[src/rtl/ddr3_phy_pkg.sv]
// Shared DDR3 PHY types: lane-align FSM states and constants.
// Used by the receive lane aligner and its settle timer.
package ddr3_phy_pkg;

  typedef enum logic [2:0] {
    ST_IDLE,
    ST_LOAD,
    ST_SETTLE,
    ST_COMPARE,
    ST_SLIP,
    ST_MOVE,
    ST_DONE,
    ST_FAIL
  } state_t;

  localparam logic       DIR_INC           = 1'b1;
  localparam logic [7:0] TRAIN_PATTERN_DEF = 8'h0F;
  localparam int         ERR_CNT_W         = 16;

endpackage

[src/rtl/ddr3_rx_settle_timer.sv]
// Loadable down-counter with a zero flag for post-pulse waits.
// Ports: clk, rst (sync, active-high), load, value, zero.
module ddr3_rx_settle_timer #(
  parameter int W = 2
) (
  input  logic         clk,
  input  logic         rst,
  input  logic         load,
  input  logic [W-1:0] value,
  output logic         zero
);

  logic [W-1:0] cnt;

  always_ff @(posedge clk) begin
    if (rst) begin
      cnt <= '0;
    end else if (load) begin
      cnt <= value;
    end else if (cnt != '0) begin
      cnt <= cnt - 1'b1;
    end
  end

  assign zero = (cnt == '0);

endmodule

[src/rtl/ddr3_rx_lane_align.sv]
// DDR3 read-lane word aligner: bit-slip / delay-step training,
// then forwards registered read data.
// Ports: FAB_CLK, RX_SYNC_RST, START, RX_DATA, DELAY_LINE_OUT_OF_RANGE in;
// slip/load/move pulses, DIRECTION, BUSY/DONE/FAIL, SLIP_CNT,
// MOVE_CNT, RX_DATA_OUT, RX_VALID, ERR_CNT out.
// Macro DDR3_RX_ALIGN_ERRMON_EN builds the post-lock error counter.
module ddr3_rx_lane_align
  import ddr3_phy_pkg::*;
#(
  parameter int                DATA_W        = 8,
  parameter logic [DATA_W-1:0] TRAIN_PATTERN = DATA_W'(TRAIN_PATTERN_DEF),
  parameter int                MATCH_COUNT   = 4,
  parameter int                SLIP_WAIT     = 3,
  parameter int                MAX_MOVES     = 32
) (
  input  logic                           FAB_CLK,
  input  logic                           RX_SYNC_RST,
  input  logic                           START,
  input  logic [DATA_W-1:0]              RX_DATA,
  input  logic                           DELAY_LINE_OUT_OF_RANGE,
  output logic                           RX_BIT_SLIP,
  output logic                           DELAY_LINE_LOAD,
  output logic                           DELAY_LINE_MOVE,
  output logic                           DELAY_LINE_DIRECTION,
  output logic                           BUSY,
  output logic                           DONE,
  output logic                           FAIL,
  output logic [$clog2(DATA_W):0]        SLIP_CNT,
  output logic [$clog2(MAX_MOVES):0]     MOVE_CNT,
  output logic [DATA_W-1:0]              RX_DATA_OUT,
  output logic                           RX_VALID,
  output logic [ERR_CNT_W-1:0]           ERR_CNT
);

  localparam int SW = $clog2(DATA_W) + 1;
  localparam int MW = $clog2(MAX_MOVES) + 1;
  localparam int CW = $clog2(MATCH_COUNT) + 1;
  localparam int TW = $clog2(SLIP_WAIT) + 1;

  state_t        state;
  state_t        state_n;
  logic [SW-1:0] slip_cnt;
  logic [MW-1:0] move_cnt;
  logic [CW-1:0] match_cnt;
  logic          after_move;
  logic          match;
  logic          start_go;
  logic          oor;
  logic          tmr_load;
  logic          tmr_zero;

  assign match    = (RX_DATA == TRAIN_PATTERN);
  assign start_go = START &&
    (state inside {ST_IDLE, ST_DONE, ST_FAIL});
  assign tmr_load = state inside {ST_LOAD, ST_SLIP, ST_MOVE};

  // Limit flag only matters right after a delay step.
  assign oor = DELAY_LINE_OUT_OF_RANGE &&
    ((state == ST_MOVE) ||
     ((state == ST_SETTLE) && after_move));

  ddr3_rx_settle_timer #(
    .W (TW)
  ) u_timer (
    .clk   (FAB_CLK),
    .rst   (RX_SYNC_RST),
    .load  (tmr_load),
    .value (TW'(SLIP_WAIT - 1)),
    .zero  (tmr_zero)
  );

  always_comb begin
    state_n = state;
    case (state)
      ST_IDLE,
      ST_DONE,
      ST_FAIL: if (START) state_n = ST_LOAD;
      ST_LOAD: state_n = ST_SETTLE;
      ST_SLIP: state_n = ST_SETTLE;
      ST_MOVE: state_n = oor ? ST_FAIL : ST_SETTLE;
      ST_SETTLE: begin
        if (oor)           state_n = ST_FAIL;
        else if (tmr_zero) state_n = ST_COMPARE;
      end
      ST_COMPARE: begin
        if (match) begin
          if (match_cnt == CW'(MATCH_COUNT - 1))
            state_n = ST_DONE;
        end else if (slip_cnt != SW'(DATA_W - 1)) begin
          state_n = ST_SLIP;
        end else if (move_cnt == MW'(MAX_MOVES)) begin
          state_n = ST_FAIL;
        end else begin
          state_n = ST_MOVE;
        end
      end
      default: state_n = ST_IDLE;
    endcase
  end

  always_ff @(posedge FAB_CLK) begin
    if (RX_SYNC_RST) begin
      state      <= ST_IDLE;
      slip_cnt   <= '0;
      move_cnt   <= '0;
      match_cnt  <= '0;
      after_move <= 1'b0;
    end else begin
      state <= state_n;
      if (start_go) begin
        slip_cnt   <= '0;
        move_cnt   <= '0;
        match_cnt  <= '0;
        after_move <= 1'b0;
      end else begin
        if (state_n == ST_SLIP)
          slip_cnt <= slip_cnt + 1'b1;
        else if (state_n == ST_MOVE)
          slip_cnt <= '0;
        if (state_n == ST_MOVE &&
            move_cnt != MW'(MAX_MOVES))
          move_cnt <= move_cnt + 1'b1;
        if (state == ST_SETTLE)
          match_cnt <= '0;
        else if (state == ST_COMPARE && match)
          match_cnt <= match_cnt + 1'b1;
        if (state == ST_MOVE)
          after_move <= 1'b1;
        else if (state_n == ST_COMPARE)
          after_move <= 1'b0;
      end
    end
  end

  always_ff @(posedge FAB_CLK) begin
    if (RX_SYNC_RST) begin
      RX_DATA_OUT <= '0;
      RX_VALID    <= 1'b0;
    end else begin
      RX_DATA_OUT <= RX_DATA;
      RX_VALID    <= (state_n == ST_DONE);
    end
  end

`ifdef DDR3_RX_ALIGN_ERRMON_EN
  logic [ERR_CNT_W-1:0] err_cnt;

  always_ff @(posedge FAB_CLK) begin
    if (RX_SYNC_RST) begin
      err_cnt <= '0;
    end else if (start_go) begin
      err_cnt <= '0;
    end else if (state == ST_DONE && !match &&
                 err_cnt != '1) begin
      err_cnt <= err_cnt + 1'b1;
    end
  end

  assign ERR_CNT = err_cnt;
`else
  assign ERR_CNT = '0;
`endif

  // Pulses are gated by reset so an in-flight pulse dies at once.
  assign RX_BIT_SLIP     = (state == ST_SLIP) && !RX_SYNC_RST;
  assign DELAY_LINE_LOAD = (state == ST_LOAD) && !RX_SYNC_RST;
  assign DELAY_LINE_MOVE = (state == ST_MOVE) && !RX_SYNC_RST;

  assign BUSY = state inside
    {ST_LOAD, ST_SETTLE, ST_COMPARE, ST_SLIP, ST_MOVE};
  assign DONE = (state == ST_DONE);
  assign FAIL = (state == ST_FAIL);
  assign DELAY_LINE_DIRECTION = BUSY & DIR_INC;

  assign SLIP_CNT = slip_cnt;
  assign MOVE_CNT = move_cnt;

endmodule

[config.mk]
export PLATFORM = sky130hd
export DESIGN_NAME = ddr3_rx_lane_align
export DESIGN_NICKNAME = d
export VERILOG_FILES = /design/src/rtl/ddr3_phy_pkg.sv /design/src/rtl/ddr3_rx_settle_timer.sv /design/src/rtl/ddr3_rx_lane_align.sv
export SDC_FILE = /design/constraint.sdc
export NUM_CORES = 1
export LEC_CHECK = 0
export ABC_CLOCK_PERIOD_IN_PS = 3260
export CELL_PAD_IN_SITES_DETAIL_PLACEMENT = 0
export CELL_PAD_IN_SITES_GLOBAL_PLACEMENT = 2
export CORE_ASPECT_RATIO = 0.7
export CORE_UTILIZATION = 27
export DETAILED_ROUTE_END_ITERATION = 8
export HOLD_SLACK_MARGIN = 0.1
export PLACE_DENSITY = 0.81
export SYNTH_ARGS = -nofsm -noshare
export SYNTH_HDL_FRONTEND = slang
export SYNTH_HIERARCHICAL = 1
export SYNTH_SLANG_ARGS = --single-unit
export TNS_END_PERCENT = 100
[constraint.sdc]
create_clock -name FAB_CLK -period 3.26 [get_ports FAB_CLK]
set_clock_uncertainty 0.2 [all_clocks]
set_input_delay 0.978 -clock FAB_CLK [delete_from_list [all_inputs] [get_ports FAB_CLK]]
set_output_delay 0.978 -clock FAB_CLK [all_outputs]
set_load 0.01 [all_outputs]
* After elaboration in Yosys (flattened, before gate mapping)
Index checks and enable logic that the tools add are counted.
** Operators by class
- Add/sub/neg operators :: 4
- $mul :: 0
- Div/mod/pow operators :: 0
- $lt $le $gt $ge :: 0
- Equality and inequality tests :: 16
- Shift operators :: 0
- Muxes and demuxes :: 15
- Bitwise gates (word level) :: 0
- Reduce and logical (&&, ||, !) cells :: 24
** Operator list (number)
- 3-bit == test (second input constant) :: 7
- 3-bit two-way mux :: 6
- 3-bit case mux with 5 select lines :: 1
- 3-bit by 2-bit == test with 1-bit output (second input constant) :: 4
- 3-bit nonzero test :: 3
- 8-bit by 4-bit == test with 1-bit output (second input constant) :: 1
- 1-bit logical AND :: 8
- 2-bit two-way mux :: 4
- 4-bit two-way mux :: 2
- 6-bit by 1-bit adder with 6-bit output (second input constant) :: 1
- 6-bit == test (second input constant) :: 1
- 3-bit zero test :: 2
- 6-bit != test (second input constant) :: 1
- 2-bit nonzero test :: 3
- 2-bit OR reduction :: 3
- 3-bit OR reduction :: 2
- 5-bit nonzero test :: 1
- 4-bit by 1-bit adder with 4-bit output (second input constant) :: 1
- 4-bit by 3-bit != test with 1-bit output (second input constant) :: 1
- 3-bit by 1-bit adder with 3-bit output (second input constant) :: 1
- 3-bit by 1-bit == test with 1-bit output (second input constant) :: 1
- 3-bit by 1-bit subtractor with 3-bit output (second input constant) :: 1
- 1-bit two-way mux :: 2
- 1-bit zero test :: 1
- 1-bit logical OR :: 1
** Word-level totals
- Bits in registers :: 29
- Latch bits :: 0
- RAM bits :: 0
- Bits in read-only memories :: 0
- Input bits :: 12
- Memories :: 0

* Depth between registers and ports, before layout
Gate-level depths: netlist (run 1).
- Word-level depth :: 9
- Depth in mapped cells :: 10
- Mapped depth without buffers :: 9

* Cells and area by module
Netlist (run 1), hierarchy kept.
** Modules (own cells, without submodules)
- ddr3_rx_lane_align :: times used 1, cells each 174, area each 1547.7 um2, sequential area each 520.5 um2
- ddr3_rx_settle_timer :: times used 1, cells each 22, area each 206.4 um2, sequential area each 60.1 um2

* Least setup slack after synthesis (run 1)
No wires, ideal clock.
- Path kind :: input port to output port
- Start point :: input RX_SYNC_RST
- End point :: output DELAY_LINE_LOAD
- Arrival :: 1.806 ns
- Data required time :: 2.082 ns
- Setup slack :: 0.276 ns
- Cell stages on the path :: 3
- Buffers on the path :: 2
- Cells stage by stage :: clkbuf_1 > clkbuf_1 > nor4b_1
** On the way
- Word-level cells in the longest chain between the ends :: 2
** Ends and longest elaborated chain
- start: declaration :: RTL line ddr3_rx_lane_align.sv:17 : input logic RX_SYNC_RST,
- 1-bit zero test :: RTL line ddr3_rx_lane_align.sv:166 : assign DELAY_LINE_LOAD = (state == ST_LOAD) && !RX_SYNC_RST;
- 1-bit logical AND :: RTL line ddr3_rx_lane_align.sv:166
- end: declaration :: RTL line ddr3_rx_lane_align.sv:22 : output logic DELAY_LINE_LOAD,
Every way passes these cells.

* Worst setup path after layout (run 1)
- Start point :: input RX_DATA[5]
- End point :: register after_move
** On the way
- Word-level cells in the longest chain between the ends :: 5
** Ends and longest elaborated chain
- start: declaration :: RTL line ddr3_rx_lane_align.sv:19 : input logic [DATA_W-1:0] RX_DATA,
- 8-bit by 4-bit == test with 1-bit output :: RTL line ddr3_rx_lane_align.sv:52 : assign match = (RX_DATA == TRAIN_PATTERN);
- 3-bit two-way mux :: RTL line ddr3_rx_lane_align.sv:86 : if (match) begin
- 3-bit case mux with 5 select lines :: RTL line ddr3_rx_lane_align.sv:74 : case (state)
- 3-bit by 2-bit == test with 1-bit output :: RTL line ddr3_rx_lane_align.sv:129 : else if (state_n == ST_COMPARE)
- 2-bit nonzero test (no source line)
- end signal: assignment :: RTL line ddr3_rx_lane_align.sv:107 : after_move <= 1'b0;
- end signal: assignment :: RTL line ddr3_rx_lane_align.sv:128 : after_move <= 1'b1;
- end signal: assignment :: RTL line ddr3_rx_lane_align.sv:130 : after_move <= 1'b0;
- end: declaration :: RTL line ddr3_rx_lane_align.sv:45 : logic after_move;
Every way passes these cells.
A chain may end at the register's enable or synchronous reset.

==> results.md, run 1 <==
Status:
- The run finished, with violations left.
- The final reports fail on design-rule violations.

STA:
- The actual slew at the worst max-slew pin is about 630 ps.
- The shortest period the worst path allows is 3150 ps.
- Setup repair after global routing left no endpoint under its margin.
- For this run, the top clock speed supported by timing is 0.318 GHz.
- The max-slew violation total from the final report is 0.
- The worst setup margin is about 110 ps.
- Across all hold checks on the routed design, the worst slack comes to around 300 ps.
- The number of failing hold endpoints at the final stage is 0.
- Headroom to the max-slew limit came out at 0.578.
- Setup violations remaining at the end of the flow were counted as 0.
- The final worst-path cycle share is 0.965.

Pwr:
- The internal cell power is approximately 0.9 mW.
- Of the total power, registers draw 0.313.
- VDD sags by at most ~0.00021 V.
- Of the total power, combinational logic draws 0.485.
- Of the total power, the clock network draws 0.201.
- The power dissipated by switching net loads is 0.549 mW.
- The static leakage power is around 0.90 nW.
- The switching share of total power is 0.374.
- Power spread over the standard cell area amounts to between 600 and 700 nW/µm².

Layout:
- The combined flip-flop and latch cell area is roughly 580 µm².
- The fraction of layout instances using a drive strength above 1 is 0.149.
- The final non-filler cell area is approximately 2300 µm².
- The layout has 640 filler cells.
- In the final layout, the multi-input gates occupy between 1000 and 1500 µm².
- Leaving out fill and tap cells, the most frequent cells in the layout are sky130_fd_sc_hd__clkdlybuf4s50_1, sky130_fd_sc_hd__dfxtp_1, sky130_fd_sc_hd__conb_1, sky130_fd_sc_hd__nor2b_1, sky130_fd_sc_hd__buf_4.
- The final layout net count is roughly 270.
- The commonest non-fill, non-tap cell in the layout is sky130_fd_sc_hd__clkdlybuf4s50_1.
- The final antenna diode count is 0.
- Compared with the post-synthesis result, the final layout area differs by 33.4%.

Worst setup path:
- Data on the critical path is required at its endpoint by about 3200 ps.
- The type of element launching the critical path is an input pin.
- The critical path is of the input pin to register type.
- The startpoint of the lowest-slack register-to-register path is state[1].
- The maximum net fanout on the critical path is 5.
- The setup check on the worst reg-to-reg path leaves a slack of about 700 ps.
- STA puts the critical path data arrival time at a little over 3000 ps.
- The most critical setup path has its startpoint at RX_DATA[5].
- The endpoint identified for the worst register-to-register timing path is MOVE_CNT[5].
- The type of element capturing the critical path is a register.
- Measured in cells, the most critical reg-to-reg path has a length of 6.

Clock network:
- The buffers inserted during post-CTS setup optimization is 0.
- The H-tree generated during clock tree synthesis spans 2 levels.
- The insertion delay of the later-clocked pin in the worst-skew pair is ~280 ps.
- The number of buffers added to fix hold violations after cts is 0.
- The clock drives 29 sinks.
- The number of buffers between clock root and the deepest sink is 2.
- CTS placed an instance of sky130_fd_sc_hd__clkbuf_8 at the clock tree root.
- The number of buffers inserted during clock tree synthesis is 5.
- TritonCTS built the clock tree.
- The clock slew at the register clock pins of the worst setup and hold paths is 60 ps.

Floorplanning:
- In this run the standard cell core region covers about 6200 µm².
- The total number of placement rows is 24.
- The width of the die is 98.3 µm.
- For this design the top-level I/O count stands at 54.
- The effective utilization at floorplan is 0.281.
- The die covers ~7000 µm².
- The die is between 60 and 70 µm tall.

Min path:
- The worst hold path stage count is 1.
- The min-delay analysis places its worst path in the category register to register.
- In this run the most critical hold path is launched from after_move.
- The worst hold path terminates at after_move.

Logic synthesis:
- Counting flops with a built-in enable in the synthesized netlist gives 0.
- Synthesis inferred 29 register bits.
- Of the post-synthesis cell area, the dominant cell type holds 0.331.
- The total standard cell area after synthesis is between 1500 and 2000 µm².
- For this run, asynchronously set or reset flops after synthesis account for 0.
- After synthesis, the netlist uses 51 different library cells.
- For this run, the number of Yosys warnings is 6.
- Of the synthesized area, sequential elements account for 0.331.
- After synthesis, the cell types taking the most area are sky130_fd_sc_hd__dfxtp_1, sky130_fd_sc_hd__buf_4, sky130_fd_sc_hd__nor2b_1, sky130_fd_sc_hd__ha_1, sky130_fd_sc_hd__mux2i_1.
- In this run the mean area of a mapped cell was roughly 8.9 µm².
- The main flop type after synthesis is sky130_fd_sc_hd__dfxtp_1.
- The biggest area contributor in the post-synthesis netlist is sky130_fd_sc_hd__dfxtp_1.
- The number of cells produced by synthesis is ~200.

Detailed routing:
- The number of remaining DRC errors is 4.
- For this block, the routed nets add up to between 4000 and 5000 µm of wire.
- The detailed-route wire length per cell is roughly 13 µm.
- The vias after detailed routing is 1519.
- Dividing the detail-routed via count by the number of cells gives approximately 4.7.
- The remaining number of nets flagged by the antenna check after routing is 0.
- After the first detailed-routing iteration, the DRC count stood at between 50 and 60.
- The first detailed-routing pass ran for 6 iterations.

Global route:
- Global routing finished with a remaining overflow of 0.
- The first global-routing pass estimated approximately 7000 µm of wire.
- The combined global-route utilization of all metal layers is 0.133.
- The number of antenna violations at the first check in global routing is 0.
- The largest net degree at the start of global routing is 21.
- The number of global-route vias before repair is 1490.

Placed design:
- The worst slack after detailed placement is -320 ps.
- At the end of routability-driven placement, the weighted congestion stood at approximately 0.76.
- In this run the cell area measured after placement is roughly 2200 µm².
- Input and output buffers added on the ports amount to 37.
- The half-perimeter wire length of the detailed placement result is between 3000 and 4000 µm.

Run:
- The tool flagged a number of max-cap violations equal to 0.
[registers in the layout (all words and copies together), names as in the netlist]
register,flops
MOVE_CNT,6
RX_VALID,1
match_cnt,3
u_timer/cnt,3
after_move,1
state,3
SLIP_CNT,4
RX_DATA_OUT,8
[power by group through the flow]
stage          sequential [mW]  clock (mW)  combinational (mW)
4_1_cts                  0.457       0.308               0.706
2_1_floorplan            0.419           0               0.495
3_3_place_gp             0.465           0               0.704
6_report                 0.460       0.296               0.712
5_1_grt                  0.467       0.322               0.788
3_5_place_dp             0.463           0               0.705
[cells in the mapped netlist, types with 2 or more instances]
master	number
sky130_fd_sc_hd__or3_1	6
sky130_fd_sc_hd__nand2_1	10
sky130_fd_sc_hd__a31oi_1	2
sky130_fd_sc_hd__nor4_1	4
sky130_fd_sc_hd__a21oi_1	4
sky130_fd_sc_hd__o21ai_0	4
sky130_fd_sc_hd__a2111oi_1	2
sky130_fd_sc_hd__nor4b_1	5
sky130_fd_sc_hd__o31ai_1	2
sky130_fd_sc_hd__nor2_1	11
sky130_fd_sc_hd__xor2_1	2
sky130_fd_sc_hd__mux2i_1	5
sky130_fd_sc_hd__nor3_1	3
sky130_fd_sc_hd__and3b_1	3
sky130_fd_sc_hd__buf_2	3
sky130_fd_sc_hd__conb_1	2
sky130_fd_sc_hd__dfxtp_1	29
sky130_fd_sc_hd__ha_1	7
sky130_fd_sc_hd__nand3_1	8
sky130_fd_sc_hd__nand3b_1	2
sky130_fd_sc_hd__clkbuf_1	4
sky130_fd_sc_hd__buf_4	19
sky130_fd_sc_hd__inv_1	8
sky130_fd_sc_hd__or3b_1	2
sky130_fd_sc_hd__nand4_1	8
sky130_fd_sc_hd__nor2b_1	16
[final cells by class]
type | count | area share
Clock buffer | 7 | 0.0369
Timing Repair Buffer | 55 | 0.221
Tap cell | 78 | 0.0417
Sequential cell | 29 | 0.248
Multi-Input combinational cell | 149 | 0.440
Inverter | 8 | 0.0128
[logic make-up (layout without fill, tap and decap cells)]
group,Yosys count,in the layout,share of synthesized area
compound gates,27,27,0.136
fa+ha+maj,7,7,0.0499
flops,29,29,0.331
simple gates,88,88,0.313
buf+inv,35,70,0.122
other cells,2,19,0.00428
mux,5,5,0.0285
xor+xnor,3,3,0.0150
[worst max path at each step]
stage | depth (start not counted) | slack (ps) | endpoint
floorplan | 3 | 280 | DELAY_LINE_LOAD
global placement | 3 | -320 | RX_BIT_SLIP
detailed placement | 3 | -320 | RX_BIT_SLIP
CTS | 7 | 60 | MOVE_CNT[5]
global route | 7 | 2 | MOVE_CNT[5]
finish | 7 | 110 | after_move
[worst max-delay path, stage by stage]
cell and delay (ps):
sky130_fd_sc_hd__clkdlybuf4s50_1 420, sky130_fd_sc_hd__or4_4 590, sky130_fd_sc_hd__nor4_4 340, sky130_fd_sc_hd__buf_4 180, sky130_fd_sc_hd__o41a_1 240, sky130_fd_sc_hd__nand3_1 110, sky130_fd_sc_hd__a31o_2 250
[through the flow]
step | util | instances | total power [mW] | TNS, ps
after global routing | 0.375 | 326 | 1.58 | 0
after global placement | 0.360 | 319 | 1.17 | -2160
final | 0.375 | 326 | 1.47 | 0
after detailed placement | 0.360 | 319 | 1.17 | -2360
after CTS | 0.374 | 326 | 1.47 | 0
after floorplan | - | 213 | 0.914 | 0
[metal layers]
layer,global-route usage,up-vias,wire [µm]
li1,-,766,-
met1,0.195,708,2230
met2,0.192,41,1690
met3,0.0373,4,248
met4,0.0332,0,30
met5,0,-,0
[repair_timing]
action / in CTS / in global routing
pin swaps: 0 / 1
setup endpoints to repair: 3 / 2
endpoints found under the hold margin: 0 / 0
gates resized for setup: 5 / 1
No activity file was read; power rests on OpenSTA's default activity.
==> run 2: changes to the inputs <==
- CORE_UTILIZATION: 27 -> 25
- SYNTH_HIERARCHICAL: 1 -> default
==> results.md, run 2 <==
Status:
- The flow ran to the end, and the final reports show no timing, DRC or antenna violations.

Detailed routing:
- The count of TritonRoute iterations in the first routing pass is 4.
- The detailed router finished its first iteration with just under 90 violations.
- In the routed layout, each cell is associated on average with a via count of 4.55.
- The detailed-route wire length per cell is 12.5 µm.
- For this run, design rule violations remaining after detail routing come to 0.
- Detailed routing inserted a total of 1375 vias.
- For this block, the routed nets add up to about 3800 µm of wire.
- The detail route stage leaves a number of antenna-violating nets equal to 0.

Worst setup path:
- The cell with the biggest individual delay on the critical path is sky130_fd_sc_hd__or4_4.
- The critical path data required time is approximately 3300 ps.
- Counting stages on the worst path, the most repeated cell is sky130_fd_sc_hd__or4_4.
- The maximum single-stage delay on the critical path is approximately 570 ps.
- For flop-to-flop paths, the worst setup slack is roughly 600 ps.
- The worst setup path is of the input pin to register kind.
- Traced cell by cell, the critical path runs through dlygate4sd2_1, or4_4, or4_4, a41o_4, or4_1, a21oi_1.
- At the worst endpoint, the arrival time is between 3000 and 4000 ps.
- The endpoint identified for the worst register-to-register timing path is SLIP_CNT[3].
- STA classifies the critical path endpoint as a register.
- The type of element launching the critical path is an input pin.
- Of all nets on the critical path, the largest fanout is 5.
- The number of cell instances on the worst register-to-register path is 5.
- The startpoint of the lowest-slack register-to-register path is state[0].

Clock network:
- TritonCTS built the clock tree.
- The longest clock path from root to sink contains 2 buffers.
- In this run the number of H-tree levels came out at 2.
- The clock slew at the register clock pins of the worst setup and hold paths is around 60 ps.
- The tree built by TritonCTS fans out to 29 sinks.
- Clock tree synthesis selected as its root buffer the cell sky130_fd_sc_hd__clkbuf_8.
- For the worst-skew pair, the clock arrives at the later sink with an insertion delay of about 280 ps.
- Buffers inserted during clock tree synthesis total 5.

STA:
- The number of failing hold endpoints at the final stage was 0.
- The worst relative slew slack is 0.517.
- Setup repair after global routing left no endpoint under its margin.
- The highest clock rate is around 0.31 GHz.
- The shortest period the worst path allows is between 3000 and 4000 ps.
- Setup violations remaining at the end of the flow were counted as 0.
- For the pin with the worst max-slew slack, the measured transition is between 700 and 800 ps.
- The max-slew violation total from the final report is 0.
- Dividing the final minimum period by the clock period gives 0.975.

Global route:
- The number of global-route vias before repair is ~1200.
- Global routing finished with a remaining overflow of 0.
- The number of antenna violations at the first check in global routing was 0.
- The first global-routing pass estimated 5930 µm of wire.
- The largest net degree at the start of global routing is 17.
- Across every metal layer, demand over resource in global routing totals 0.126.

Logic synthesis:
- The number of synthesized register bits is 29.
- The cell area that synthesis handed to floorplanning was ~1500 µm².
- During synthesis, Yosys emitted a total of 0 warnings.
- In the post-synthesis netlist, the cell with the most instances is sky130_fd_sc_hd__dfxtp_1.
- Of the synthesized area, sequential elements account for 0.385.
- The count of cell types in the netlist is 42.
- The synthesized design spends more area on one cell type than any other, namely sky130_fd_sc_hd__dfxtp_1.
- The share of the synthesized area in the top cell type is 0.385.
- In the synthesized netlist the dominant register cell turns out to be sky130_fd_sc_hd__dfxtp_1.
- Counting flops with a built-in enable in the synthesized netlist gives 0.
- The mean post-synth cell area is between 8 and 9 µm².
- Yosys attributes the largest share of cell area to sky130_fd_sc_hd__dfxtp_1, sky130_fd_sc_hd__buf_4, sky130_fd_sc_hd__ha_1, sky130_fd_sc_hd__a21oi_1, sky130_fd_sc_hd__nor2b_1.
- The proportion of register bits with asynchronous set or reset after synthesis is 0.
- The cell count after synthesis came out at approximately 180.
- Counting instances in the post-synthesis netlist gives the leading cell types as sky130_fd_sc_hd__dfxtp_1, sky130_fd_sc_hd__buf_4, sky130_fd_sc_hd__nor2_1.

Floorplanning:
- The vertical die dimension is around 67 µm.
- The core box area is between 5000 and 6000 µm².
- The width of the die is between 90 and 100 µm.
- The total number of placement rows is 23.
- The effective utilization at floorplan is 0.262.
- The die covers ~6400 µm².
- The top-level port count is 54.

Pwr:
- For this design the static power due to leakage is 0.795 nW.
- The peak ir drop on the vdd network is ~0.00023 V.
- In this run the power density over the cells is about 560 nW/µm².

Layout:
- The register with the most flip-flops is RX_DATA_OUT.
- Measured on the finished design, the core utilization comes to 0.372.
- The post-layout instance count excluding filler cells is roughly 300.
- The final layout contains around 240 nets.
- The fraction of layout instances using a drive strength above 1 is 0.145.
- From synthesis to final layout, the design area changed by 41.9%.
- The final antenna diode count is 0.
- The library cells used most frequently in the layout, excluding fill and tap cells, are sky130_fd_sc_hd__dfxtp_1, sky130_fd_sc_hd__clkdlybuf4s50_1, sky130_fd_sc_hd__conb_1, sky130_fd_sc_hd__buf_4, sky130_fd_sc_hd__nor2_1.
- The number of flip-flops under the largest register name is 8.

Run:
- The number of maximum-capacitance constraint violations is 0.

Placed design:
- The count of input and output buffers is 37.
- Including well taps, the total number of placed cells is around 290.
- Routability-driven placement finished with a final weighted congestion of 0.766.
- The half-perimeter wire length of the detailed placement result is ~2700 µm.

Min path:
- The path with the worst hold slack has its endpoint at u_timer.cnt[0].
- Along the worst hold path, the cell count comes to 1.
- The worst hold path belongs to the class register to register.
- In this run the most critical hold path is launched from u_timer.cnt[0].
[run 2: cell count changes in the layout (fill, tap and decap cells not counted), moves of 3 or more]
cell,delta
sky130_fd_sc_hd__nor2b_1,-8
sky130_fd_sc_hd__a21oi_1,+6
sky130_fd_sc_hd__nand4_1,-5
sky130_fd_sc_hd__clkdlybuf4s50_1,-4
sky130_fd_sc_hd__inv_1,-4
sky130_fd_sc_hd__mux2i_1,-4
sky130_fd_sc_hd__or4_1,+4
sky130_fd_sc_hd__conb_1,-3
sky130_fd_sc_hd__dlygate4sd2_1,+3
sky130_fd_sc_hd__nor4_1,-3
sky130_fd_sc_hd__nor4b_1,-3
sky130_fd_sc_hd__or3_1,-3
[run 2: final cells by class]
type | instances | area [µm²]
multi-input cells | 134 | 876
inverters | 4 | 15.0
flip-flops and latches | 29 | 581
clock buffers | 7 | 86.3
well taps | 75 | 93.8
fillers | 607 | 3620
repair buffers | 53 | 488
[run 2: where the power goes]
part	internal (mW)	total (mW)	leakage (nW)	switching, mW
clock	0.167	0.295	0.0443	0.128
sequential	0.381	0.425	0.237	0.0437
combinational	0.221	0.481	0.514	0.261
total	0.769	1.20	0.795	0.433
[run 2: cell families (layout without fill, tap and decap cells)]
family                   count (synthesis)  in the layout  share of synthesized area
AND/OR/NAND/NOR                         74             74                      0.287
AO/OA/AOI/OAI                           35             36                      0.151
buffers and inverters                   29             64                      0.115
flip-flops                              29             29                      0.385
multiplexers                             1              1                    0.00664
adder cells (fa/ha/maj)                  5              5                     0.0415
XOR/XNOR                                 2              2                     0.0116
other                                    1             16                    0.00249
[run 2: per-stage QoR]
stage          area [µm²]  hold slack [ps]  power [mW]  setup TNS (ps)  setup slack, ps
4_1_cts              2120              273        1.20               0             42.1
2_1_floorplan        1560              246       0.680               0             94.1
6_report             2140              269        1.20               0             80.3
3_3_place_gp         1970              262       0.867           -3580             -415
5_1_grt              2140              311        1.28               0             9.11
3_5_place_dp         1970              265       0.864           -3860             -464
[run 2: critical path, delay by kind of cell]
kind	cells	cell delay (ps)
AOI/OAI and AO/OA	2	370
buffers and inverters	1	240
and+or+nand+nor	3	1610
[run 2: layer usage]
metal  vias up  wire length, µm  global-route usage
li1        710                -                   -
met2        30             1500               0.147
met5         -                0                   0
met1       633             2050               0.193
met3         2              198              0.0548
met4         0               17              0.0436
[run 2: what timing repair did]
action / 4_1_cts / 5_1_grt
gates resized for setup: 16 / 2
buffers inserted: 1 / 2
pin swaps: 10 / 3
hold buffers: 0 / 0
gates cloned: 1 / 0
endpoints found under the setup margin: 7 / 4
[run 2: worst max path at each step]
stage | cells past startpoint | slack (ps) | endpoint | start
2_1_floorplan | 5 | 90 | MOVE_CNT[3] | RX_DATA[5]
3_3_place_gp | 6 | -420 | MOVE_CNT[4] | RX_DATA[5]
3_5_place_dp | 6 | -460 | MOVE_CNT[4] | RX_DATA[5]
4_1_cts | 3 | 40 | RX_BIT_SLIP | RX_SYNC_RST
5_1_grt | 8 | 9 | MOVE_CNT[2] | RX_DATA[7]
6_report | 6 | 80 | MOVE_CNT[2] | RX_DATA[7]
==> run 3: changes to the inputs <==
- CELL_PAD_IN_SITES_DETAIL_PLACEMENT: 0 -> default
- CELL_PAD_IN_SITES_GLOBAL_PLACEMENT: 2 -> default
- CORE_MARGIN: default -> 4
- CORE_UTILIZATION: 25 -> 44
==> results.md, run 3 (same netlist as run 2, synthesis figures left out) <==
Worst setup path:
- The critical path is of the input pin to register type.
- The startpoint of the lowest-slack register-to-register path is state[0].
- The reg-to-reg setup timing slack is between 700 and 800 ps.
- Counting stages on the worst path, the most repeated cell is sky130_fd_sc_hd__or4_4.
- Tracing the worst setup path back leads to its startpoint at RX_DATA[5].
- The cell with the biggest individual delay on the critical path is sky130_fd_sc_hd__or4_4.
- The worst register-to-register path has a depth of 6.
- In this run the critical register-to-register path is captured at MOVE_CNT[3].
- In this run the worst setup path terminates at MOVE_CNT[3].
- Walking the worst path, the cells encountered are clkdlybuf4s50_1, or4_4, or4_4, a41o_4, or4_4, a21oi_2.
- The type of element capturing the critical path is a register.
- The maximum net fanout on the critical path is 8.
- The type of element launching the critical path is an input pin.
- The maximum single-stage delay on the critical path is about 520 ps.
- Data arrives at the worst endpoint at approximately 3200 ps.
- STA puts the critical path data required time at approximately 3300 ps.

Run:
- The number of maximum-capacitance constraint violations is 0.

Pwr:
- The internal cell power is 0.774 mW.
- Of the total power, combinational logic draws 0.366.
- The relative contribution of the clock network to total power is 0.272.
- The completed layout was analyzed and its total power is 1.19 mW.
- Of the total power, the share spent switching nets is 0.351.
- VDD sags by at most between 0.0003 and 0.0004 V.
- The static leakage power is between 0.8 and 0.9 nW.
- Dividing total power by cell area gives a power density of ~570 nW/µm².
- The share of total power dissipated in sequential elements is 0.362.
- The power dissipated by switching net loads is ~0.42 mW.

Floorplanning:
- The top-level port count is 54.
- In this run the horizontal extent of the chip is a little under 80 µm.
- For this configuration, the core starts out at a cell density of 0.469.
- Measured along the y axis, the die boundary spans 57.0 µm.
- Row generation in the floorplan step produced 17 rows.
- The floorplan step defined a die boundary enclosing approximately 4400 µm².
- The floorplan step defined a core boundary enclosing approximately 3200 µm².

Placed design:
- At the end of routability-driven placement, the weighted congestion stood at about 0.83.
- During placement, the flow inserted port buffers numbering 37.
- Prior to clock tree synthesis, the placed netlist has a worst setup slack of -436 ps.
- The half-perimeter wire length of the detailed placement result is 2810 µm.

Layout:
- The commonest non-fill, non-tap cell in the layout is sky130_fd_sc_hd__clkdlybuf4s50_1.
- The register with the most flip-flops is RX_DATA_OUT.
- The register with the most flip-flops in the layout has 8 of them.
- The filler cells instantiated in the layout total approximately 280.
- The area growth from synthesis to layout is 39.9%.
- The top cell types in the final layout, fill and taps aside, are sky130_fd_sc_hd__clkdlybuf4s50_1, sky130_fd_sc_hd__dfxtp_1, sky130_fd_sc_hd__conb_1, sky130_fd_sc_hd__buf_4, sky130_fd_sc_hd__nor2_1.
- At the end of the flow, the number of nets in the layout was between 200 and 250.
- The fraction of layout instances using a drive strength above 1 is 0.167.
- The repair_antennas step left the layout with diodes totalling 0.

Detailed routing:
- Once detail routing completed, the nets flagged for antenna violations numbered 0.
- The pre-antenna-repair detailed-routing pass consisted of 4 iterations.
- The final route contains 1386 vias.
- After the first detailed-routing iteration, the DRC count stood at 53.
- In the routed design, unresolved DRC markers number 0.
- Detailed routing placed a total of between 1500 and 2000 µm of wire on met2.
- The highest metal layer used by the detailed router is met4.
- The wire length the detailed router placed on met1 is between 1500 and 2000 µm.
- The detailed-route wire length per cell is 13.4 µm.
- The number of vias per cell is roughly 5.
- The final layout contains routed wiring with a total length of between 3000 and 4000 µm.
- The met3 wirelength from detailed routing is between 200 and 300 µm.

Clock network:
- Clock tree synthesis inserted a total of 5 buffers.
- The tree is rooted in a sky130_fd_sc_hd__clkbuf_8.
- No sink is reached through more buffers than the 2 on the longest clock path.
- The TritonCTS sink count is 29.
- The clock reaches the later pin of the worst-skew pair after between 200 and 300 ps.
- After clock tree synthesis, the flow added hold-fix buffers numbering 0.
- TritonCTS built the clock tree.
- CTS built an H-tree with a depth of 2.
- After clock tree synthesis, the clock-pin slew on the worst setup and hold paths is roughly 60 ps.

Global route:
- The number of antenna violations at the first check in global routing is 0.
- The overall overflow remaining after global route is 0.
- In the global route stage, overall resource usage came out at 0.165.
- The largest net degree at the start of global routing is 17.
- The global-route wire length before repair is roughly 6000 µm.
- The number of global-route vias before repair is around 1200.

STA:
- Hold is met by between 200 and 300 ps.
- The setup violation total in the final timing report is 0.
- The worst path needs approximately 3200 ps of the cycle, external delays included.
- Based on the critical path, the design can be clocked at up to 0.312 GHz.
- The max-slew violation total from the final report is 0.
- Of the available clock period, the critical path in the final layout requires 0.983.
- The number of failing hold endpoints at the final stage came to 0.
- Setup slack closes at 55.3 ps.

Min path:
- In this run the worst hold path is classified as register to register.

Status:
- The run finished with clean final reports.
[run 3: cell types whose count changed in the layout (fill, tap and decap cells not counted), sizes merged]
cell           change
clkdlybuf4s15      +1
dlymetal6s2s       +2
clkdlybuf4s50      +1
a41o               -1
clkinv             +1
dlygate4sd2        -4
[run 3: cell type report]
class                   instances  area [µm²]  share of cell area
clock inverters                 1        5.00             0.00237
multi-input cells             133         858               0.407
well taps                      47        58.8              0.0279
repair buffers                 53         495               0.235
flip-flops and latches         29         581               0.275
inverters                       4        15.0             0.00712
clock buffers                   7        96.3              0.0457
[run 3: worst max-delay path, delay by kind of cell]
kind | cells | cell delay [ps]
AOI/OAI and AO/OA | 2 | 380
buffers and inverters | 1 | 410
and+or+nand+nor | 3 | 1460
[run 3: per-stage QoR]
step                 util  cells  setup TNS [ps]  instance area (µm²)
global placement    0.607    265           -3780                 1950
global route        0.657    274           -10.2                 2110
finish              0.657    274               0                 2110
floorplan               -    191               0                 1560
CTS                 0.645    274               0                 2070
detailed placement  0.607    265           -4070                 1950
[run 3: worst min-delay path by stage]
stage,startpoint,end,slack (ps),cells past startpoint
2_1_floorplan,u_timer.cnt[0],u_timer.cnt[0],250,1
3_3_place_gp,u_timer.cnt[0],u_timer.cnt[0],270,1
3_5_place_dp,u_timer.cnt[0],u_timer.cnt[0],270,1
4_1_cts,u_timer.cnt[0],u_timer.cnt[0],280,1
5_1_grt,SLIP_CNT[1],SLIP_CNT[1],330,2
6_report,u_timer.cnt[0],u_timer.cnt[0],280,1
[run 3: routing by layer]
metal | GRT usage | vias to the layer above
li1 | - | 700
met1 | 0.239 | 633
met2 | 0.228 | 47
met3 | 0.0505 | 6
met4 | 0.0648 | 0
met5 | 0 | -
[run 3: power groups by stage]
stage / clock, mW / combinational (mW) / sequential, mW
final: 0.324 / 0.437 / 0.432
after global routing: 0.347 / 0.474 / 0.438
after CTS: 0.329 / 0.425 / 0.430
after detailed placement: 0 / 0.400 / 0.437
after global placement: 0 / 0.394 / 0.434
after floorplan: 0 / 0.270 / 0.411
[run 3: repair_timing]
action,CTS,global route
gates cloned,0,0
pin swaps,4,4
setup buffers,1,0
gates resized for setup,9,10
endpoints found under the setup margin,7,6
